File: config.mk
export PLATFORM = sky130hd
export DESIGN_NAME = core_inst_sequencer_flat
export DESIGN_NICKNAME = d
export VERILOG_FILES = /design/src/rtl/core_inst_sequencer_if.sv /design/src/rtl/core_inst_sequencer.sv /design/src/flat_wrapper.sv
export SDC_FILE = /design/constraint.sdc
export NUM_CORES = 1
export LEC_CHECK = 0
export CAP_MARGIN = 5
export CORE_MARGIN = 8
export CORE_UTILIZATION = 59
export DETAILED_ROUTE_END_ITERATION = 7
export PLACE_DENSITY = 0.85
export SLEW_MARGIN = 5
export SYNTH_ARGS = -nofsm -noshare
export SYNTH_HDL_FRONTEND = slang
export SYNTH_SLANG_ARGS = --single-unit
File: constraint.sdc
create_clock -name clk -period 5.4 [get_ports clk]
set_clock_uncertainty 0.05 [all_clocks]
set_input_delay 0.81 -clock clk [delete_from_list [all_inputs] [get_ports clk]]
set_output_delay 0.81 -clock clk [all_outputs]
set_load 0.01 [all_outputs]
File: src/rtl/core_inst_sequencer_if.sv
// Sequencer-side signals: run request and OFIFO status in, core instruction word and run status out.
// The slave modport is the sequencer; the master modport is the controller/core side driving it.
interface core_inst_sequencer_if #(
    parameter int col = 8
);
    logic           start_i;
    logic [col-1:0] ofifo_valid_i;
    logic [33:0]    inst_o;
    logic           busy_o;
    logic           done_o;

    modport slave (
        input  start_i,
        input  ofifo_valid_i,
        output inst_o,
        output busy_o,
        output done_o
    );

    modport master (
        output start_i,
        output ofifo_valid_i,
        input  inst_o,
        input  busy_o,
        input  done_o
    );
endinterface

File: src/rtl/core_inst_sequencer.sv
// Layer sequencer: one start runs weight load, execute and OFIFO->pmem drain for every kij.
// Define SEQ_ACC_EN to append a pmem accumulation pass over all kij partial sums before done.
module core_inst_sequencer #(
    parameter int row      = 8,
    parameter int col      = 8,
    parameter int N_ACT    = 36,
    parameter int N_KIJ    = 9,
    parameter int ACT_BASE = 0,
    parameter int W_BASE   = 1024,
    parameter int P_BASE   = 0
) (
    input  logic                 clk,
    input  logic                 reset,
    core_inst_sequencer_if.slave bus
);
    localparam logic [15:0] COL_L  = 16'(col);
    localparam logic [15:0] WAIT_L = 16'(row + col);
    localparam logic [15:0] NACT_L = 16'(N_ACT);
    localparam logic [15:0] NKIJ_L = 16'(N_KIJ);
    localparam logic [33:0] IDLE_WORD = {3'b011, 11'd0, 2'b11, 11'd0, 7'd0};

    localparam int W_TOP = W_BASE + N_KIJ * col - 1;
    localparam int X_TOP = ACT_BASE + N_ACT - 1;
`ifdef SEQ_ACC_EN
    localparam int P_TOP = P_BASE + (N_KIJ + 1) * N_ACT - 1;
`else
    localparam int P_TOP = P_BASE + N_KIJ * N_ACT - 1;
`endif

    if (W_TOP > 2047 || X_TOP > 2047 || P_TOP > 2047) begin : g_addr_range
        $error("core_inst_sequencer: parameters push an address beyond 11 bits");
    end

    typedef enum logic [3:0] {
        S_IDLE, S_W_XRD, S_W_LOAD, S_W_WAIT, S_EXEC, S_DRAIN,
`ifdef SEQ_ACC_EN
        S_ACC_RD, S_ACC_WR,
`endif
        S_FIN
    } state_t;

    state_t      state_q, state_d;
    logic [15:0] cnt_q, cnt_d, kij_q, kij_d;
    logic [15:0] rd_cnt_q, rd_cnt_d, wr_cnt_q, wr_cnt_d;
    logic [15:0] rd_base, wr_base;
    logic        pend;
    logic [33:0] inst_q, inst_d;
    logic        busy_q, busy_d, done_q, done_d;
    logic        cen_x, cen_p, wen_p, ofifo_rd, l0_rd, l0_wr, execute, load, acc;
    logic [10:0] a_x, a_p;
`ifdef SEQ_ACC_EN
    logic [15:0] out_q, out_d;
`endif

    always_comb begin
        state_d  = state_q;
        cnt_d    = cnt_q;
        kij_d    = kij_q;
        rd_cnt_d = rd_cnt_q;
        wr_cnt_d = wr_cnt_q;
        rd_base  = '0;
        wr_base  = '0;
        pend     = 1'b0;
`ifdef SEQ_ACC_EN
        out_d    = out_q;
`endif
        case (state_q)
            S_IDLE: if (bus.start_i) begin
                state_d = S_W_XRD;
                cnt_d   = '0;
                kij_d   = '0;
            end
            S_W_XRD: if (cnt_q == COL_L) begin
                state_d = S_W_LOAD;
                cnt_d   = '0;
            end else cnt_d = cnt_q + 16'd1;
            S_W_LOAD: if (cnt_q == COL_L - 16'd1) begin
                state_d = S_W_WAIT;
                cnt_d   = '0;
            end else cnt_d = cnt_q + 16'd1;
            S_W_WAIT: if (cnt_q == WAIT_L - 16'd1) begin
                state_d = S_EXEC;
                cnt_d   = '0;
            end else cnt_d = cnt_q + 16'd1;
            S_EXEC: if (cnt_q == NACT_L) begin
                state_d = S_DRAIN;
                cnt_d   = '0;
            end else cnt_d = cnt_q + 16'd1;
            S_DRAIN: begin
                // a pmem write always trails the ofifo_rd issued one cycle earlier
                rd_base = rd_cnt_q;
                wr_base = wr_cnt_q;
                pend    = inst_q[6];
                if (wr_cnt_q == NACT_L) begin
                    cnt_d = '0;
                    if (kij_q != NKIJ_L - 16'd1) begin
                        kij_d   = kij_q + 16'd1;
                        state_d = S_W_XRD;
                    end else begin
`ifdef SEQ_ACC_EN
                        state_d = S_ACC_RD;
                        out_d   = '0;
`else
                        state_d = S_FIN;
`endif
                    end
                end
            end
`ifdef SEQ_ACC_EN
            S_ACC_RD: if (cnt_q == NKIJ_L - 16'd1) begin
                state_d = S_ACC_WR;
                cnt_d   = '0;
            end else cnt_d = cnt_q + 16'd1;
            S_ACC_WR: if (out_q == NACT_L - 16'd1) begin
                state_d = S_FIN;
            end else begin
                out_d   = out_q + 16'd1;
                state_d = S_ACC_RD;
            end
`endif
            S_FIN:   state_d = S_IDLE;
            default: state_d = S_IDLE;
        endcase

        cen_x    = 1'b1;
        a_x      = '0;
        cen_p    = 1'b1;
        wen_p    = 1'b1;
        a_p      = '0;
        ofifo_rd = 1'b0;
        l0_rd    = 1'b0;
        l0_wr    = 1'b0;
        execute  = 1'b0;
        load     = 1'b0;
        acc      = 1'b0;
        case (state_d)
            S_W_XRD: begin
                if (cnt_d < COL_L) begin
                    cen_x = 1'b0;
                    a_x   = 11'(W_BASE + int'(kij_d) * col + int'(cnt_d));
                end
                l0_wr = (cnt_d != 16'd0);
            end
            S_W_LOAD: begin
                l0_rd = 1'b1;
                load  = 1'b1;
            end
            S_EXEC: begin
                if (cnt_d < NACT_L) begin
                    cen_x = 1'b0;
                    a_x   = 11'(ACT_BASE + int'(cnt_d));
                end
                l0_wr   = (cnt_d != 16'd0);
                l0_rd   = (cnt_d != 16'd0);
                execute = (cnt_d != 16'd0);
            end
            S_DRAIN: begin
                ofifo_rd = (&bus.ofifo_valid_i) && (rd_base < NACT_L);
                if (pend) begin
                    cen_p = 1'b0;
                    wen_p = 1'b0;
                    a_p   = 11'(P_BASE + int'(kij_d) * N_ACT + int'(wr_base));
                end
                rd_cnt_d = rd_base + {15'd0, ofifo_rd};
                wr_cnt_d = wr_base + {15'd0, pend};
            end
`ifdef SEQ_ACC_EN
            S_ACC_RD: begin
                cen_p = 1'b0;
                acc   = 1'b1;
                a_p   = 11'(P_BASE + int'(cnt_d) * N_ACT + int'(out_d));
            end
            S_ACC_WR: begin
                cen_p = 1'b0;
                wen_p = 1'b0;
                acc   = 1'b1;
                a_p   = 11'(P_BASE + N_KIJ * N_ACT + int'(out_d));
            end
`endif
            default: ;
        endcase

        inst_d = {acc, cen_p, wen_p, a_p, cen_x, 1'b1, a_x,
                  ofifo_rd, 2'b00, l0_rd, l0_wr, execute, load};
        busy_d = (state_d != S_IDLE) && (state_d != S_FIN);
        done_d = (state_d == S_FIN);
    end

    always_ff @(posedge clk or posedge reset) begin
        if (reset) begin
            state_q  <= S_IDLE;
            cnt_q    <= '0;
            kij_q    <= '0;
            rd_cnt_q <= '0;
            wr_cnt_q <= '0;
            inst_q   <= IDLE_WORD;
            busy_q   <= 1'b0;
            done_q   <= 1'b0;
`ifdef SEQ_ACC_EN
            out_q    <= '0;
`endif
        end else begin
            state_q  <= state_d;
            cnt_q    <= cnt_d;
            kij_q    <= kij_d;
            rd_cnt_q <= rd_cnt_d;
            wr_cnt_q <= wr_cnt_d;
            inst_q   <= inst_d;
            busy_q   <= busy_d;
            done_q   <= done_d;
`ifdef SEQ_ACC_EN
            out_q    <= out_d;
`endif
        end
    end

    assign bus.inst_o = inst_q;
    assign bus.busy_o = busy_q;
    assign bus.done_o = done_q;
endmodule

File: src/flat_wrapper.sv
// flat-port wrapper written by rule: the top's interface ports become plain ports
module core_inst_sequencer_flat 
#(
    parameter int row      = 8,
    parameter int col      = 8,
    parameter int N_ACT    = 36,
    parameter int N_KIJ    = 9,
    parameter int ACT_BASE = 0,
    parameter int W_BASE   = 1024,
    parameter int P_BASE   = 0
)
  (clk, reset, bus_start_i, bus_ofifo_valid_i, bus_inst_o, bus_busy_o, bus_done_o);
  core_inst_sequencer_if #(.col(col)) bus_i ();
  input  logic clk;
  input  logic reset;
  input wire logic [$bits(bus_i.start_i)-1:0] bus_start_i;
  input wire logic [$bits(bus_i.ofifo_valid_i)-1:0] bus_ofifo_valid_i;
  output wire logic [$bits(bus_i.inst_o)-1:0] bus_inst_o;
  output wire logic [$bits(bus_i.busy_o)-1:0] bus_busy_o;
  output wire logic [$bits(bus_i.done_o)-1:0] bus_done_o;
  assign bus_i.start_i = bus_start_i;
  assign bus_i.ofifo_valid_i = bus_ofifo_valid_i;
  assign bus_inst_o = bus_i.inst_o;
  assign bus_busy_o = bus_i.busy_o;
  assign bus_done_o = bus_i.done_o;
  core_inst_sequencer #(.row(row), .col(col), .N_ACT(N_ACT), .N_KIJ(N_KIJ), .ACT_BASE(ACT_BASE), .W_BASE(W_BASE), .P_BASE(P_BASE)) u_core (.clk(clk), .reset(reset), .bus(bus_i));
endmodule
### Yosys cells after proc, flatten, opt, wreduce, memory -nomap -nowiden

Cells that the tools add are included.
Widths: inputs -> output; s select.

| storage, ports and cells | value |
|---|---|
| logic and storage cells | 80 |
| register bits after elaboration | 99 |
| input bits | 11 |

| operators by class | value |
|---|---|
| equality and inequality tests | 17 |
| reductions and logical operators | 7 |
| mux-type cells | 37 |
| order comparisons | 3 |
| add/subtract/negate cells | 7 |
| $mul | 1 |

Operators with widths:

| cell | number |
|---|---|
| $mux 16 | 11 |
| $pmux 16 s6 | 1 |
| $mux 11 | 4 |
| $add 16x1->16 | 2 |
| $add 16x1->16 const B | 2 |
| $eq 16x4->1 const B | 2 |
| $eq 16x6->1 const B | 2 |
| $lt 16x6->1 const B | 2 |
| $pmux 16 s2 | 1 |
| $mux 4 | 6 |
| $pmux 4 s6 | 1 |
| $add 11x11->11 | 2 |
| $pmux 11 s2 | 1 |
| $eq 4x3->1 const B | 5 |
| $eq 16x3->1 const B | 1 |
| $lt 16x4->1 const B | 1 |
| $mul 16x4->9 const B | 1 |
| $ne 16x4->1 const B | 1 |
| $reduce_bool 16->1 | 1 |
| $eq 4x2->1 const B | 3 |
| $add 11x11->11 const A | 1 |
| $mux 1 | 9 |
| $eq 4x1->1 const B | 2 |
| $reduce_and 8->1 | 1 |
| other kinds (7) | 9 |

### Logic depth before layout (Yosys ltp)

Gate-level depths: netlist of the first run.

| logic depth | value |
|---|---|
| depth in word-level cells | 8 |
| mapped depth | 21 |
| gate-level depth less buffers | 20 |

### Least setup slack after synthesis of the first run

Ideal clock, no wire load.

| timing | value |
|---|---|
| kind | flip-flop to flip-flop |
| from | register u_core.state_q[1] |
| to | register u_core.inst_q[30], in the netlist u_core.bus.inst_o[30] |
| period minus slack after synthesis | 4.268 ns |
| buffers on the path | 4 |
| stages on the path, launching flop included | 20 |
| setup slack | 1.132 ns |
| data required time | 5.223 ns |
| library setup time | 0.127 ns |
| arrival time | 4.091 ns |
| cell sequence | dfrtp_1 > buf_2 > nor4bb_1 > clkbuf_1 > clkbuf_1 > buf_1 > nand2_1 > o21ai_0 > ha_1 > ha_1 > inv_1 > fa_1 > xnor2_1 > ha_1 > or3_1 > o21ai_0 > a21oi_1 > xor2_1 > xnor2_1 > nor2_1 |

| on the way | value |
|---|---|
| word-level cells in the longest chain between the ends | 6 |
| elaborated cells between the ends (all ways) | 21 |
| those cells by class | add/sub (1); mul (1); eq/ne (6); mux (12); reduce/logical (1) |

RTL lines:

| what | RTL line | source |
|---|---|---|
| start, declared | core_inst_sequencer.sv:42 | `state_t state_q, state_d;` |
| start signal, assigned | core_inst_sequencer.sv:203 | `state_q <= state_d;` |
| $eq 4x3->1 or $logic_not 4->1 (tied branches) | core_inst_sequencer.sv:67 | `case (state_q)` |
| $pmux 16 s2 (*) | core_inst_sequencer.sv:67 |  |
| net u_core.kij_d[4] | core_inst_sequencer.sv:43 | `logic [15:0] cnt_q, cnt_d, kij_q, kij_d;` |
| $mul 16x4->9 (*) | core_inst_sequencer.sv:162 | `a_p = 11'(P_BASE + int'(kij_d) * N_ACT + int'(wr_base));` |
| $add 11x11->11 (*) | core_inst_sequencer.sv:162 |  |
| $mux 11 (*) | core_inst_sequencer.sv:159 | `if (pend) begin` |
| $mux 11 (*) | core_inst_sequencer.sv:136 | `case (state_d)` |
| net u_core.a_p[10] | core_inst_sequencer.sv:50 | `logic [10:0] a_x, a_p;` |
| end signal, assigned | core_inst_sequencer.sv:208 | `inst_q <= inst_d;` |
| end, declared | core_inst_sequencer.sv:47 | `logic [33:0] inst_q, inst_d;` |

The timed path passes the listed nets; every way through them passes the cells marked *.
A chain may end at the register's enable or synchronous reset.

### Final worst setup path of the first run

| timing | value |
|---|---|
| from | register u_core.wr_cnt_q[11] |
| to | register u_core.inst_q[30], in the netlist u_core.bus.inst_o[30] |

| on the way | value |
|---|---|
| word-level cells in the longest chain between the ends | 7 |
| elaborated cells between the ends (all ways) | 10 |
| those cells by class | add/sub (1); mul (1); eq/ne (2); mux (6) |

RTL lines:

| what | RTL line | source |
|---|---|---|
| start, declared | core_inst_sequencer.sv:44 | `logic [15:0] rd_cnt_q, rd_cnt_d, wr_cnt_q, wr_cnt_d;` |
| start signal, assigned | core_inst_sequencer.sv:207 | `wr_cnt_q <= wr_cnt_d;` |
| $eq 16x6->1 | core_inst_sequencer.sv:94 | `if (wr_cnt_q == NACT_L) begin` |
| $mux 16 | core_inst_sequencer.sv:94 |  |
| $pmux 16 s2 | core_inst_sequencer.sv:67 |  |
| net u_core.kij_d[3] | core_inst_sequencer.sv:43 |  |
| $mul 16x4->9 | core_inst_sequencer.sv:162 |  |
| $add 11x11->11 | core_inst_sequencer.sv:162 |  |
| $mux 11 | core_inst_sequencer.sv:159 |  |
| $mux 11 | core_inst_sequencer.sv:136 |  |
| net u_core.a_p[10] | core_inst_sequencer.sv:50 |  |

The timed path passes the listed nets, and every way through them passes these cells.

==> results.yml, run 1 <==
cells_and_area:
  final_util_pct: 66.9
  layout.nets: 760
  fillCellCount: 827
  antenna_cells: 0
  area_growth_pct: 11.0
  layout-drive-gt1-share_pct: 7.01
sta:
  finalWorstSetupSlack_ns: 0.457
  slew_headroom_pct: 43.3
  fin_crit_sh_pct: 91.5
  worstMarginPinSlew_ns: 0.848
  setup_violations: 0
  rsz0062_at_grt: "no"
  totalNegativeSetupSlack_ns: 0
  fmax_mhz: 202
  slew_violations: 0
  hold_violations: 0
  fin_crit_ns: 4.94
routing:
  firstDrtPassIters: 5
  vias_per_cell: 6.10
  ant_nets: 0
  dr_total_vias: 5181
  route.detailed.drc: 0
  drt_iter0_drc: 308
  wl_mm: 14.5
  wire_per_inst_um: 17.1
floorplan:
  fp.dieW_um: 118
  core.rowCount: 37
  die_height_um: 118
  core_area_mm2: 0.0103
  dieArea_mm2: 0.0140
  start_util_pct: 60.3
  ios: 47
worst_setup_path:
  criticalPathCategory: "reg -> reg"
  crit_path_start: "u_core.wr_cnt_q[11]"
  r2r_start: "u_core.wr_cnt_q[11]"
  startpoint_type: "flop"
  cp.required_ns: 5.62
  critical_path_peak_fanout: 8
  timing.rr.end: "u_core.bus.inst_o[30]"
  r2r_slack_ns: 0.46
  r2r_cells: 18
  worstSetupEndpointType: "flop"
  endpoint: "u_core.bus.inst_o[30]"
  crit_arrival_ns: 5.16
clock_tree:
  clockBufferDepth: 2
  post_cts_buffers: 0
  cts_resized: 0
  hold_buffers: 0
  clk_latency_ns: 0.39
  cts_tree: "built"
  cts_root_buf: "clkbuf_8"
  cts_num_sinks: 99
  htreeDepth: 3
  cts.clk_slew.worst_paths_ns: 0.10
  cts_buffers: 9
logic_synthesis:
  synthesis.area_mm2: 0.00619
  synth_edf_count: 0
  yosysTopAreaCellShare_pct: 39.2
  synth_largest_area_cell: "dfrtp_1"
  synth-seq-area-share_pct: 40.0
  synth.top_cells.by_area: "dfrtp_1, ha_1, nand2_1"
  synth_cell_types: 73
  synth_async_sr_flop_share_pct: 100
  ys_ff_latch: 99
  ys_warn_count: 0
  synth_top_flop_cell: "dfrtp_1"
  avgSynthCellArea_um2: 9.13
  syn_inst: 678
flow_run:
  drv_cap: 0
min_path:
  hold_path.class: "reg -> reg"
run_status:
  status: "finished clean"
place:
  place_ws_ns: 0.497
  gp_congestion: 0.934
  dp_hpwl_mm: 10.8
  port_buffers: 42
grt:
  grt_max_degree: 54
  grt_pass1_wl_mm: 24.8
  antenna_found_initial: 0
  track_usage_pct: 21.2
  grt_pass1_vias: 5189
  gr-total-overflow: 0
power_and_ir_drop:
  peakVddDrop_v: 0.000163
  p_leak_nw: 3.14
  powerDensity_mw_per_mm2: 207
## registers in the layout, indices dropped and copies added, names as in the netlist, named ones only
name	flops
u_core.rd_cnt_q	16
u_core.bus.busy_o	1
u_core.bus.inst_o	29
u_core.wr_cnt_q	16
u_core.kij_q	9
u_core.state_q	4
u_core.bus.done_o	1
u_core.cnt_q	16
## synth_stat cells, drive strengths merged, types with 18 or more instances
cell type	count
a21oi	29
buf	18
dfrtp	97
ha	38
inv	27
nand2	93
nand3	34
nor2	44
o21ai	49
xnor2	19
xor2	24
## cells in the final DEF, fill, tap and decap left out, drive strengths merged, types with 5 or more instances in the layout
cell	synthesis	routed
xnor2	19	19
nor3	13	13
clkdlybuf4s50	0	42
o21ai	49	49
a21oi	29	29
conb	2	5
o31ai	8	8
nand2	93	93
nand4	16	16
and3	14	14
and4	8	8
buf	18	6
nand2b	13	13
nand3	34	34
nor2	44	44
and2	16	16
nor2b	6	6
nor4	12	12
clkbuf	14	10
xor2	24	24
a31oi	5	5
a21o	14	14
inv	27	28
dfrtp	97	97
ha	38	38
nor4b	5	5
## logic make-up after synthesis
family	share of synthesized area, %
simple gates	26.3
compound gates	13.8
flops	40.0
buf+inv	4.47
xor+xnor	6.45
fa+ha+maj	8.65
other cells	0.121
mux	0.182
## worst min-delay path by stage
stage                                  start            endpoint  slack (ns)  cells after the start
final                     u_core.rd_cnt_q[1]  u_core.rd_cnt_q[1]        0.43                      2
after global routing      u_core.rd_cnt_q[1]  u_core.rd_cnt_q[1]        0.45                      2
after CTS                 u_core.rd_cnt_q[1]  u_core.rd_cnt_q[1]        0.43                      2
after detailed placement  u_core.rd_cnt_q[1]  u_core.rd_cnt_q[1]        0.40                      2
after global placement    u_core.rd_cnt_q[1]  u_core.rd_cnt_q[1]        0.40                      2
after floorplan           u_core.rd_cnt_q[0]  u_core.rd_cnt_q[0]        0.39                      2
## per-stage QoR
| step | total power, mW | hold WS, ns | instances | instance area, um2 |
|---|---|---|---|---|
| floorplan | 0.897 | 0.387 | 681 | 6200 |
| global placement | 0.945 | 0.398 | 833 | 6680 |
| detailed placement | 0.954 | 0.404 | 833 | 6680 |
| CTS | 1.43 | 0.427 | 849 | 6870 |
| global route | 1.48 | 0.454 | 849 | 6870 |
| finish | 1.43 | 0.426 | 849 | 6870 |
## final cells by class
| cell class | instances | area [um2] | share of cell area (%) |
|---|---|---|---|
| clock buffers | 10 | 128 | 1.86 |
| clock inverters | 6 | 65.1 | 0.946 |
| inverters | 27 | 104 | 1.51 |
| multi-input cells | 523 | 3460 | 50.4 |
| flip-flops and latches | 99 | 2480 | 36.1 |
| well taps | 136 | 170 | 2.48 |
| repair buffers | 48 | 465 | 6.77 |
## power by group
group / total [mW] / internal (mW) / switching, mW
clock network: 0.486 / 0.215 / 0.271
registers: 0.786 / 0.760 / 0.0259
logic: 0.154 / 0.0605 / 0.0931
## critical path: stages, from the launching register on
cell and delay, ns:
dfrtp_1 0.41, nor4_1 0.48, nand4_2 0.42, nor3_2 0.30
buf_4 0.17, nand2_1 0.09, o21ai_0 0.61, ha_1 0.28
ha_1 0.17, inv_1 0.05, fa_1 0.40, xnor2_1 0.15
ha_1 0.34, or3_1 0.37, o21ai_0 0.09, a21oi_1 0.07
xor2_1 0.16, xnor2_1 0.15, nor2_1 0.05
## metal layers
layer,wire [um],vias up,track usage [%]
met2,7180,181,35.7
met3,925,30,4.81
met5,0,-,0
met1,6000,2511,25.6
met4,397,0,9.80
li1,-,2459,-
Power figures use the tool's default switching activity.
==> run 2: changes to the inputs <==
==> constraint.sdc (replaced) <==
create_clock -name clk -period 4.9 [get_ports clk]
set_clock_uncertainty 0.05 [all_clocks]
set_input_delay 0.735 -clock clk [delete_from_list [all_inputs] [get_ports clk]]
set_output_delay 0.735 -clock clk [all_outputs]
set_load 0.01 [all_outputs]
==> results.yml, run 2 (synthesized netlist as in run 1, its figures left out) <==
worst_setup_path:
  timing.rr.end: "u_core.bus.inst_o[17]"
  r2r_slack_ns: 0.22
  criticalPathCategory: "reg -> reg"
  crit_arrival_ns: 4.91
  worstSetupEndpointType: "flop"
  startpoint_type: "flop"
  critical_path_peak_fanout: 8
  cp.required_ns: 5.12
  r2r_start: "u_core.cnt_q[12]"
  r2r_cells: 18
clock_tree:
  cts_root_buf: "clkbuf_8"
  cts_tree: "built"
  clk_latency_ns: 0.39
  post_cts_buffers: 0
  clockBufferDepth: 2
  htreeDepth: 3
  hold_buffers: 0
  cts_buffers: 9
  cts_num_sinks: 99
  cts.clk_slew.worst_paths_ns: 0.10
  cts_resized: 0
min_path:
  hold_path.class: "reg -> reg"
  hp-start: "u_core.rd_cnt_q[1]"
  min_path_cells: 2
  min_delay_worst_endpoint: "u_core.rd_cnt_q[1]"
sta:
  fmax_mhz: 213
  totalNegativeSetupSlack_ns: 0
  hold_violations: 0
  worstMarginPinSlew_ns: 0.936
  setup_violations: 0
  slew_headroom_pct: 37.6
  fin_crit_ns: 4.68
  slew_violations: 0
  fin_crit_sh_pct: 95.6
  finalWorstSetupSlack_ns: 0.215
cells_and_area:
  final_common_cell: "dfrtp_1"
  layout_common_cells: "dfrtp_1, nand2_1, o21ai_0"
  largest_register_ffs: 29
  antenna_cells: 0
  design_area_mm2: 0.00700
  layout.nets: 771
  stdcell_count: 860
  layout-drive-gt1-share_pct: 8.56
  area_growth_pct: 13.0
power_and_ir_drop:
  power_frac_clock_pct: 35.2
  peakVddDrop_v: 0.000201
  p_sw_share_pct: 26.7
  powerDensity_mw_per_mm2: 229
  p_leak_nw: 3.22
  p_seq_share_pct: 53.9
  power_mw: 1.60
  switchingPower_mw: 0.427
  comb_power_share_pct: 10.9
  p_int_mw: 1.17
floorplan:
  die_height_um: 118
  core_area_mm2: 0.0103
  start_util_pct: 60.3
  fp.dieW_um: 118
  dieArea_mm2: 0.0140
  ios: 47
  core.rowCount: 37
routing:
  dr_total_vias: 5230
  firstDrtPassIters: 6
  wl_mm: 14.7
  vias_per_cell: 6.08
  ant_nets: 0
  route.detailed.drc: 0
  drt_iter0_drc: 368
  wire_per_inst_um: 17.1
grt:
  grt_pass1_wl_mm: 25.2
  gr-total-overflow: 0
  antenna_found_initial: 0
  grt_max_degree: 76
  grt_pass1_vias: 5264
  track_usage_pct: 21.6
place:
  port_buffers: 42
  place_area_mm2: 0.00676
  place_ws_ns: 0.180
  dp_cells: 844
  dp_hpwl_mm: 10.8
  gp_congestion: 0.860
run_status:
  status: "finished clean"
flow_run:
  drv_cap: 0
[run 2: changes by cell type in the layout (fill, tap and decap cells not counted), sizes merged]
cell      delta
clkinvlp     -1
clkbuf       +2
clkinv       -1
buf         +11
[run 2: power by group through the flow]
stage	Clock, mW	Sequential, mW	Combinational [mW]
after global routing	0.604	0.868	0.195
after global placement	0	0.878	0.168
after detailed placement	0	0.879	0.175
final	0.564	0.863	0.175
after floorplan	0	0.873	0.115
after CTS	0.575	0.863	0.176
[run 2: critical path: stages (launching register included)]
cell      delay (ns)
dfrtp_1         0.48
nor4_2          0.48
and3_1          0.39
a41o_2          0.32
nand2_4         0.11
and2_0          0.18
o31ai_2         0.43
inv_1           0.14
ha_1            0.33
inv_1           0.06
fa_1            0.45
nor2b_1         0.18
o21ai_0         0.11
nand2b_1        0.12
a21o_1          0.14
a21oi_1         0.07
xnor2_1         0.17
xnor3_1         0.22
nor2b_1         0.13
[run 2: how the worst max path moves through the flow]
stage / from / end / slack, ns / cells past startpoint
floorplan: u_core.state_q[1] / u_core.bus.inst_o[30] / 0.63 / 19
global route: u_core.cnt_q[6] / u_core.bus.inst_o[17] / -0.05 / 18
CTS: u_core.cnt_q[12] / u_core.bus.inst_o[17] / 0.28 / 18
detailed placement: bus_start_i / u_core.bus.inst_o[30] / 0.18 / 18
global placement: bus_start_i / u_core.bus.inst_o[30] / 0.32 / 18
finish: u_core.cnt_q[12] / u_core.bus.inst_o[17] / 0.22 / 18
[run 2: cell type report]
type / instances / area, um2
fillers: 832 / 3280
well taps: 136 / 170
inverters: 27 / 104
flip-flops and latches: 99 / 2480
clock buffers: 12 / 155
clock inverters: 4 / 56.3
multi-input cells: 523 / 3490
repair buffers: 59 / 548
[run 2: per-layer routing]
| layer | track usage (%) | vias to the layer above | routed length, um |
|---|---|---|---|
| li1 | - | 2481 | - |
| met2 | 36.1 | 171 | 7310 |
| met3 | 3.14 | 27 | 816 |
| met1 | 27.0 | 2551 | 6170 |
| met5 | 0 | - | 0 |
| met4 | 10.6 | 0 | 411 |
[run 2: per-stage QoR]
stage,util [%],hold WS (ns)
3_3_place_gp,65.8,0.398
5_1_grt,68.1,0.468
2_1_floorplan,-,0.387
6_report,68.1,0.429
4_1_cts,67.9,0.429
3_5_place_dp,65.8,0.405
